`src/rtl/pending_pe_pkg.sv`:
```
// Shared constants and helpers for the pending-request priority encoder.
// Mode values select the search order used by prio_select.
package pending_pe_pkg;

    localparam int PE_FIXED = 0;
    localparam int PE_RR    = 1;
    localparam int PE_MAX_N = 64;
    localparam int PE_MAX_W = 6;

    // One-hot decode sized for the largest supported N; callers truncate.
    function automatic logic [PE_MAX_N-1:0] idx_to_onehot(input logic [PE_MAX_W-1:0] idx);
        logic [PE_MAX_N-1:0] oh;
        oh      = '0;
        oh[idx] = 1'b1;
        return oh;
    endfunction

endpackage

```
`src/rtl/pending_priority_encoder_prio_select.sv`:
```
// Combinational winner selection over a request vector: fixed highest-index
// priority, or a round-robin search that starts at ptr and walks downward.
module prio_select #(
    parameter int N = 10,
    parameter int W = $clog2(N)
) (
    input  logic [N-1:0] vec_i,
    input  logic [W-1:0] ptr_i,
    input  logic         rr_i,
    output logic         any_o,
    output logic [W-1:0] idx_o
);

    logic [2*N-1:0] dbl_vec;
    logic [2*N-1:0] win_mask;
    logic [2*N-1:0] masked_vec;
    logic [W-1:0]   fix_idx;
    logic [W-1:0]   rr_idx;

    // Window (ptr, ptr+N] of the doubled vector is the rotated search order.
    assign dbl_vec = {vec_i, vec_i};

    generate
        for (genvar gi = 0; gi < 2*N; gi++) begin : g_win
            assign win_mask[gi] = (gi > int'(ptr_i)) && (gi <= int'(ptr_i) + N);
        end
    endgenerate

    assign masked_vec = dbl_vec & win_mask;

    always_comb begin
        fix_idx = '0;
        for (int i = 0; i < N; i++) begin
            if (vec_i[i]) begin
                fix_idx = W'(i);
            end
        end
    end

    always_comb begin
        rr_idx = '0;
        for (int p = 0; p < 2*N; p++) begin
            if (masked_vec[p]) begin
                rr_idx = (p >= N) ? W'(p - N) : W'(p);
            end
        end
    end

    assign any_o = |vec_i;
    assign idx_o = rr_i ? rr_idx : fix_idx;

endmodule

```
`src/rtl/pending_priority_encoder.sv`:
```
// Sticky pending-request capture feeding a registered valid/ready index slot.
// Each captured request is issued once, highest-index-first or round-robin.
module pending_priority_encoder
    import pending_pe_pkg::*;
#(
    parameter int N           = 10,
    parameter int W           = $clog2(N),
    parameter int ROUND_ROBIN = 0
) (
    input  logic         clk_i,
    input  logic         rst_ni,
    input  logic         clr_i,
    input  logic [N-1:0] req_i,
    output logic         out_valid_o,
    input  logic         out_ready_i,
    output logic [W-1:0] out_idx_o,
    output logic [N-1:0] pending_o,
    output logic         overflow_o
);

    localparam logic         RR_MODE = (ROUND_ROBIN == PE_RR);
    localparam logic [W-1:0] PTR_RST = W'(N - 1);

    logic [N-1:0] pending_q,   pending_d;
    logic         out_valid_q, out_valid_d;
    logic [W-1:0] out_idx_q,   out_idx_d;
    logic [W-1:0] ptr_q,       ptr_d;
    logic         overflow_q,  overflow_d;

    logic         sel_any;
    logic [W-1:0] sel_idx;
    logic         slot_free;
    logic         load;
    logic [N-1:0] load_mask;

    prio_select #(
        .N (N),
        .W (W)
    ) u_sel (
        .vec_i (pending_q),
        .ptr_i (ptr_q),
        .rr_i  (RR_MODE),
        .any_o (sel_any),
        .idx_o (sel_idx)
    );

    assign slot_free = !out_valid_q || out_ready_i;
    assign load      = slot_free && sel_any;
    assign load_mask = load ? N'(idx_to_onehot(PE_MAX_W'(sel_idx))) : '0;

    always_comb begin
        pending_d   = (pending_q & ~load_mask) | req_i;
        overflow_d  = overflow_q | (|(req_i & pending_q & ~load_mask));
        out_valid_d = out_valid_q;
        out_idx_d   = out_idx_q;
        ptr_d       = ptr_q;

        // A stalled slot keeps its index; only a free slot may load or drain.
        if (slot_free) begin
            out_valid_d = sel_any;
            if (sel_any) begin
                out_idx_d = sel_idx;
                ptr_d     = (sel_idx == '0) ? PTR_RST : sel_idx - 1'b1;
            end
        end

        if (clr_i) begin
            pending_d   = '0;
            overflow_d  = 1'b0;
            out_valid_d = 1'b0;
            out_idx_d   = '0;
            ptr_d       = PTR_RST;
        end
    end

    always_ff @(posedge clk_i or negedge rst_ni) begin
        if (!rst_ni) begin
            pending_q   <= '0;
            out_valid_q <= 1'b0;
            out_idx_q   <= '0;
            ptr_q       <= PTR_RST;
            overflow_q  <= 1'b0;
        end else begin
            pending_q   <= pending_d;
            out_valid_q <= out_valid_d;
            out_idx_q   <= out_idx_d;
            ptr_q       <= ptr_d;
            overflow_q  <= overflow_d;
        end
    end

    assign out_valid_o = out_valid_q;
    assign out_idx_o   = out_idx_q;
    assign pending_o   = pending_q;
    assign overflow_o  = overflow_q;

endmodule

```
`config.mk`:
```
export PLATFORM = sky130hd
export DESIGN_NAME = pending_priority_encoder
export DESIGN_NICKNAME = d
export VERILOG_FILES = /design/src/rtl/pending_pe_pkg.sv /design/src/rtl/pending_priority_encoder_prio_select.sv /design/src/rtl/pending_priority_encoder.sv
export SDC_FILE = /design/constraint.sdc
export NUM_CORES = 1
export LEC_CHECK = 0
export CAP_MARGIN = 15
export CORE_ASPECT_RATIO = 1.1
export CORE_MARGIN = 2
export CORE_UTILIZATION = 35
export DETAILED_ROUTE_END_ITERATION = 10
export GPL_TIMING_DRIVEN = 1
export PLACE_DENSITY = 0.64
export RECOVER_POWER = 100
export SLEW_MARGIN = 20
export SYNTH_ARGS = -nofsm -noshare
export SYNTH_HDL_FRONTEND = slang
export SYNTH_SLANG_ARGS = --single-unit
export TNS_END_PERCENT = 50
```
`constraint.sdc`:
```
create_clock -name clk_i -period 1.9 [get_ports clk_i]
set_clock_uncertainty 0.15 [all_clocks]
set_input_delay 0.19 -clock clk_i [delete_from_list [all_inputs] [get_ports clk_i]]
set_output_delay 0.19 -clock clk_i [all_outputs]
set_load 0.005 [all_outputs]
```
# Word level (Yosys, flattened, before mapping)
# Index checks and enable logic that the tools add are counted.
word_totals:
  ff_bits: 16
  input_bits: 14
  out_inout_bits: 16
  wordCells: 40
op_classes:
  magnitude_cmp: 2
  muxes: 19
  bitwise_logic: 6
  n_reduce_logical: 9
op_table:
  columns: ["op", "count"]
  rows:
  - ["$mux 4", 11]
  - ["$and 10x10->10", 3]
  - ["$mux 10", 2]
  - ["$reduce_or 10->1", 2]
  - ["$not 10->10", 1]
  - ["$or 10x10->10", 1]
  - ["$lt 4x7->1 const B", 1]
  - ["$mux 1", 5]
  - ["$demux 1 s4", 1]
  - ["$ge 4x1->1 const B", 1]
  - ["$reduce_bool 2->1", 2]
  - ["$logic_and 1x1->1", 2]
  - ["$reduce_and 2->1", 1]
  - ["$logic_not 1->1", 1]
  - ["$logic_or 1x1->1", 1]
  - ["$or 1x1->1", 1]

# Longest topological paths before layout
# Gate-level depths: netlist (run 1).
depth:
  depth_word: 19
  ltp_mapped: 5
  depth_no_buf: 5

# By module
# Synthesis (run 1) repeated with hierarchy kept, for this count alone.
unflattened:
  hier_cells: 233
  hier_area_um2: 1796.7
by_module_without_submodules:
  columns: ["module", "instances", "cells_each", "area_each_um2", "seq_area_each_um2"]
  rows:
  - ["pending_priority_encoder", 1, 109, 989.7, 503.0]
  - ["prio_select", 1, 124, 807.0, 0.0]

# Worst setup path before layout (run 1)
# Ideal clock, no wire load.
synth_timing:
  path_kind: "reg-to-reg"
  start: "reg pending_q[5], in the netlist pending_o[5]"
  end: "reg overflow_q, in the netlist overflow_o"
  setup_ns: 0.136
  arrival_ns: 1.477
  t_required_ns: 1.614
  slack_ns: 0.137
  path_stages_with_launch: 6
  n_path_buf: 0
  synth_period_minus_slack_ns: 1.763
  cell_sequence: "dfrtp_1 > nor4_4 > nand3_2 > or2_1 > a31oi_1 > a31oi_1"
synth_between:
  elab_chain_cells: 15
  word_cells_on_any_way: 19
  cone_classes: "order compare: 2; mux: 9; bitwise: 4; reduce/logical: 4"
synth_rtl:
  columns: ["item", "line", "rtl"]
  rows:
  - ["start: declaration", "pending_priority_encoder.sv:24", "logic [N-1:0] pending_q, pending_d;"]
  - ["start signal: assignment", "pending_priority_encoder.sv:84", "pending_q <= pending_d;"]
  - ["$mux 4 (5 in series)", "pending_priority_encoder_prio_select.sv:34", "if (vec_i[i]) begin"]
  - ["$lt 4x7->1 (implied by the code) or $ge 4x1->1 (tied branches)", "pending_pe_pkg.sv:14", "oh[idx] = 1'b1;"]
  - ["$logic_and 1x1->1 (implied by the code)", "pending_pe_pkg.sv:14", null]
  - ["$mux 1 (implied by the code)", "pending_pe_pkg.sv:14", null]
  - ["$demux 1 s4", "pending_pe_pkg.sv:14", null]
  - ["$mux 10", "pending_priority_encoder.sv:49", "assign load_mask = load ? N'(idx_to_onehot(PE_MAX_W'(sel_idx))) : '0;"]
  - ["$not 10->10", "pending_priority_encoder.sv:53", "overflow_d = overflow_q | (|(req_i & pending_q & ~load_mask));"]
  - ["$and 10x10->10 (*)", "pending_priority_encoder.sv:53", null]
  - ["$reduce_or 10->1 (*)", "pending_priority_encoder.sv:53", null]
  - ["$or 1x1->1 (*)", "pending_priority_encoder.sv:53", null]
  - ["$mux 1 (*)", "pending_priority_encoder.sv:67", "if (clr_i) begin"]
  - ["net overflow_d", "pending_priority_encoder.sv:28", "logic overflow_q, overflow_d;"]
  - ["end signal: assignment", "pending_priority_encoder.sv:88", "overflow_q <= overflow_d;"]
  - ["end: declaration", "pending_priority_encoder.sv:28", null]
# The timed path passes the listed nets; every way through them passes the cells marked *.
# A chain may end at the register's enable or synchronous reset.

# Worst setup path in the final report (run 1)
layout_timing:
  start: "reg pending_q[7], in the netlist pending_o[7]"
  end: "out pending_o[7]"
layout_lines:
  columns: ["item", "line", "rtl"]
  rows:
  - ["end: declaration", "pending_priority_encoder.sv:17", "output logic [N-1:0] pending_o,"]
# No word-level cell between the ends.

==> results of run 1 <==
-- cells by family (layout without fill, tap and decap cells) --
group | count (synthesis) | count (layout) | share of synthesized area, %
buffers and inverters | 6 | 48 | 2.66
DFF | 16 | 16 | 47.3
and+or+nand+nor | 35 | 35 | 23.6
AOI/OAI and AO/OA | 35 | 35 | 26.4
-- how the worst max path moves through the flow --
| stage | startpoint | end | slack, ps | cells past startpoint |
|---|---|---|---|---|
| 2_1_floorplan | pending_o[5] | overflow_o | 140 | 5 |
| 5_1_grt | pending_o[7] | out_idx_o[0] | 30 | 5 |
| 6_report | pending_o[7] | pending_o[7] | 110 | 1 |
| 3_3_place_gp | out_ready_i | overflow_o | 50 | 6 |
| 4_1_cts | pending_o[7] | overflow_o | 140 | 5 |
| 3_5_place_dp | out_ready_i | overflow_o | 30 | 6 |
-- area by class of cell --
class | instances | share of cell area (%)
Sequential cell | 16 | 31.3
Clock buffer | 4 | 2.84
Inverter | 5 | 1.47
Multi-Input combinational cell | 70 | 33.2
Timing Repair Buffer | 39 | 28.3
Tap cell | 30 | 2.94
-- registers in the layout, summed over array words and instances, names as in the netlist --
name / cells
pending_o: 10
out_valid_o: 1
out_idx_o: 4
overflow_o: 1
-- cells in the mapped netlist, drive strengths merged --
cell	instances	share of area, %
o311ai	1	1.0
a31oi	5	3.7
a221oi	1	1.0
a41oi	2	2.1
nor3	1	0.59
clkbuf	1	0.44
inv	5	2.2
nor3b	1	0.89
a21oi	13	7.7
o21a	1	0.89
and2	1	0.74
a22o	1	1.0
o21ai	4	2.4
nand2b	1	0.74
o21ba	1	1.2
o211ai	1	0.89
nor2	13	6.6
dfrtp	16	47
o31ai	1	0.89
nand4b	1	1.0
or2	1	0.74
nand2	5	2.2
nand3	5	3.5
a21boi	1	0.89
nor2b	2	1.5
nor4	2	3.3
a211oi	2	1.8
o41ai	1	1.0
nand3b	1	0.89
or2b	1	0.89
-- power groups by stage --
stage                     combinational [mW]  clock (mW)  sequential, mW
after global routing                   0.239       0.249           0.402
final                                  0.213       0.233           0.398
after global placement                 0.226           0           0.405
after floorplan                       0.0888           0           0.405
after detailed placement               0.226           0           0.405
after CTS                              0.228       0.236           0.399
-- worst register-to-register path, delay by kind of cell, from the launching register on --
kind               cells  cell delay (ps)
DFF                    1              480
and+or+nand+nor        3              740
AOI/OAI and AO/OA      2              280
-- per-layer routing --
layer	track usage (%)	routed length (µm)	part of all wire [%]	vias to the layer above
li1	-	-	-	426
met1	22.0	1020	45	399
met2	28.0	1080	48	23
met3	3.76	111	4.9	6
met4	9.27	52	2.3	0
met5	0	0	0	-
-- per-stage QoR --
step / std cells / instance area [µm²] / hold slack (ps)
after floorplan: 92 / 847 / -256
after global placement: 160 / 1250 / 360
after detailed placement: 160 / 1250 / 376
after CTS: 164 / 1280 / 73.9
after global routing: 164 / 1280 / 325
final: 164 / 1280 / 300
==> metrics.txt, run 1 <==
status=finished clean; Worst Path Buf+Inv=1; setup slack, reg-to-reg=140 ps; Comb pwr share=25.3%; yosys warns=0; top fanout value on the critical path=7; VDD IR max=0.351 mV; WL final=2.27 mm; multi-input logic area=424 µm²; drt via density=5.21; Worst Hold Endpoint=pending_o[6]; register area share after synthesis=47.3%; Reg2Reg Depth=5; Min-Delay Path Class=primary input to flip-flop; max cap viols=0; Final GP Congestion=0.862; largest net degree at the start of global routing=17; Post-CTS Resized=0; Syn Inst Count=92; Clock Power Share=27.6%; post-route clock period utilization=94.3%; HP Start=req_i[6]; Fmax=558 MHz; I/O pin cnt=30; CTS tree=yes; die height=55.6 µm; Net Sw Frac=28.8%; Initial Util=37.2%; Iter 0 DRT Violations=7; Yosys cell types=33; Max-slew headroom=39.4%; DRC viols=0; CTS buffer count=3; critical path class=flip-flop to primary output; Reg area=400 µm²; die width=50.9 µm; clk slew on worst S/H paths=100 ps; per-cell routed wire length=13.8 µm; # fillers=238; Row Count=18; final-report setup violation count=0; RSZ-0062 raised after global routing=no; Int Power=0.601 mW; Power Density=660 nW/µm²; CTS sink count=16; clock latency on the worst-skew pair=290 ps; Placeable Area=2270 µm²; Hold Path Cell Cnt=3; post-layout util=56.2%; vias=854; Critical Path Slowest Stage Cell=dlygate4sd3_1; R2R Path Start=pending_o[6]; post-synth design cell area=847 µm²; Mapped Avg Cell Area=9.21 µm²; worst path required time=1560 ps; total track usage=17.6%; share of cells above drive strength 1=12.7%; first-pass GRT wire length=3.76 mm; Pwr Total=0.844 mW; Final Max Slew Viols=0; clock buffer depth=2; Slew @ Worst Pin=909 ps; Syn-to-layout area delta=51.0%; Final ANT Viol Nets=0; diode count=0; Synth Net Count=106; Setup TNS Final=0 ps; Pre-Repair DR Iteration Count=4; fin nets=149; H-Tree Depth=1; reg2reg end=overflow_o; Post-CTS Setup Bufs=0; Worst EP arrival=1450 ps; minimum clock period=1790 ps; hold buffer count at cts=0; slowest stage delay, CP=620 ps; total congestion overflow=0; Seq pwr share=47.1%; CP Launch Type=flip-flop; vias in the first global route=880; hpwl dp=1.71 mm; most frequent cells in the layout=dlygate4sd3_1 (17), dfrtp_1 (16), a21oi_1 (13), nor2_1 (12), clkdlybuf4s50_1 (12); delay-heaviest family, CP=buffers and inverters; Leak=0.558 nW; commonest non-fill, non-tap cell in the layout=dlygate4sd3_1; Crit. End Element=primary output; Cell Chain, Critical Path=dlygate4sd3_1; initial antenna violation count=0; Yosys reg bits=16; final hold viol count=0; Setup WS pre-CTS=27.3 ps; final setup margin=109 ps; input/output buffers=29; Die ar.=2830 µm²; Sw Pwr=0.243 mW; CTS Root Cell=clkbuf_4
(Power assumes the default switching activity.)
==> inputs of run 2 (changes only) <==
- RECOVER_POWER: 100 -> 25
==> run 2 against run 1 <==
Compared with the run above: largest cell class unchanged; setup slack better by 25 ps; register-to-register slack barely moved; sequential share of layout area is the same; critical path depth rose by 4.
==> metrics.txt, run 2 (same netlist as run 1, synthesis figures left out) <==
status=finished clean (unchanged); H-Tree Depth=1 (unchanged); Die ar.=2830 µm² (unchanged); clk slew on worst S/H paths=100 ps (about the same); Int Power=0.611 mW (was 0.601 mW); Post-CTS Setup Bufs=0 (unchanged); share of cells above drive strength 1=12.7% (unchanged); RSZ-0062 raised after global routing=no (unchanged); CP Launch Type=flip-flop (unchanged); largest net degree at the start of global routing=17 (unchanged); Syn-to-layout area delta=51.0% (unchanged); Max-slew headroom=39.6% (was 39.4%); Setup TNS Final=0 ps (unchanged); Slew @ Worst Pin=906 ps (was 909 ps); final-report setup violation count=0 (unchanged); CTS buffer count=3 (unchanged); Final GP Congestion=0.862 (unchanged); Post-CTS Resized=0 (unchanged); post-route clock period utilization=92.9% (was 94.3%); Comb pwr share=26.2% (was 25.3%); Row Count=18 (unchanged); diode count=0 (unchanged); Crit. End Element=flip-flop (was primary output); Iter 0 DRT Violations=14 (was 7); clock latency on the worst-skew pair=290 ps (about the same); WL final=2.28 mm (was 2.27 mm); total congestion overflow=0 (unchanged); vias in the first global route=880 (unchanged); clock buffer depth=2 (unchanged); CTS Root Cell=clkbuf_4 (unchanged); Power Density=670 nW/µm² (was 660 nW/µm²); max cap viols=0 (unchanged); # fillers=238 (unchanged); CTS sink count=16 (unchanged); Leak=0.534 nW (was 0.558 nW); final hold viol count=0 (unchanged); per-cell routed wire length=13.9 µm (was 13.8 µm); first-pass GRT wire length=3.76 mm (unchanged); Seq pwr share=46.6% (was 47.1%); Final ANT Viol Nets=0 (unchanged); input/output buffers=29 (unchanged); commonest non-fill, non-tap cell in the layout=clkdlybuf4s50_1 (was dlygate4sd3_1); Fmax=566 MHz (was 558 MHz); drt via density=5.24 (was 5.21); Pre-Repair DR Iteration Count=4 (unchanged); most frequent cells in the layout=clkdlybuf4s50_1 (28), dfrtp_1 (16), a21oi_1 (13), nor2_1 (12), buf_4 (9) (was dlygate4sd3_1 (17), dfrtp_1 (16), a21oi_1 (13), nor2_1 (12), clkdlybuf4s50_1 (12)); fin nets=149 (unchanged); hold buffer count at cts=0 (unchanged); Min-Delay Path Class=primary input to flip-flop (unchanged); Sw Pwr=0.246 mW (was 0.243 mW); Initial Util=37.2% (unchanged); Inst Count DP=160 (unchanged); total track usage=17.6% (unchanged); vias=859 (was 854); I/O pin cnt=30 (unchanged); DRC viols=0 (unchanged); initial antenna violation count=0 (unchanged); hpwl dp=1.71 mm (unchanged); critical path class=flip-flop to flip-flop (was flip-flop to primary output); worst path required time=1930 ps (was 1560 ps); CTS tree=yes (unchanged); max FFs per register=10 (unchanged); die height=55.6 µm (unchanged); Layout Cells excl Fill=164 (unchanged); Worst EP arrival=1790 ps (was 1450 ps); Final Max Slew Viols=0 (unchanged); VDD IR max=0.354 mV (was 0.351 mV); minimum clock period=1770 ps (was 1790 ps); Clock Power Share=27.3% (was 27.6%); top fanout value on the critical path=7 (unchanged); Net Sw Frac=28.7% (was 28.8%); Placeable Area=2270 µm² (unchanged); die width=50.9 µm (unchanged)
==> run 2: power by group through the flow <==
stage	Sequential [mW]	Combinational (mW)	Clock, mW
after global placement	0.405	0.226	0
final	0.399	0.224	0.234
after CTS	0.399	0.228	0.236
after floorplan	0.405	0.0888	0
after global routing	0.403	0.249	0.249
after detailed placement	0.405	0.226	0
==> run 2: worst paths after layout <==
check                             start            to  slack, ps  cells past startpoint
setup / recovery           pending_o[6]    overflow_o        130                      5
hold / removal                 req_i[6]  pending_o[6]        300                      3
setup reg to reg           pending_o[6]    overflow_o        130                      5
hold reg to reg            out_idx_o[1]  out_idx_o[1]        390                      2
max in group asynchronous        rst_ni  pending_o[0]        670                      2
min in group asynchronous        rst_ni  pending_o[8]        380                      2
==> run 2: layout make-up <==
class	instances	area, µm²	share of cell area (%)
repair buffers	39	362	28.3
inverters	5	18.8	1.47
multi-input cells	70	424	33.2
flip-flops and latches	16	400	31.3
clock buffers	4	36.3	2.84
well taps	30	37.5	2.94
==> run 2: critical path, cell delays in order (launching register included) <==
cell	delay [ps]
dfrtp_1	480
nor4_4	340
nand3_2	140
or2_1	260
a31oi_1	170
a31oi_1	100
==> run 2: per-stage QoR <==
step                      hold WS, ps  area [µm²]  worst slack, ps  utilization [%]  total power [mW]
final                             298        1280              134             56.2             0.857
after global routing              325        1280             26.8             56.2             0.901
after detailed placement          376        1250             27.3             54.8             0.632
after CTS                        73.9        1280              135             56.4             0.862
after global placement            360        1250             45.0             54.8             0.631
after floorplan                  -256         847              137                -             0.494
==> run 2: routing by layer <==
metal	share of wire [%]	global-route usage [%]	vias up
met3	5.9	3.76	6
met2	47	28.0	27
met5	0	0	-
li1	-	-	426
met4	2.3	9.27	0
met1	44	22.0	400
==> inputs of run 3 (changes only) <==
- SLEW_MARGIN: 20 -> 10
- TNS_END_PERCENT: 50 -> 5
==> results of run 3 <==
The final DEF is identical to that of run 2; final timing and power are the same.
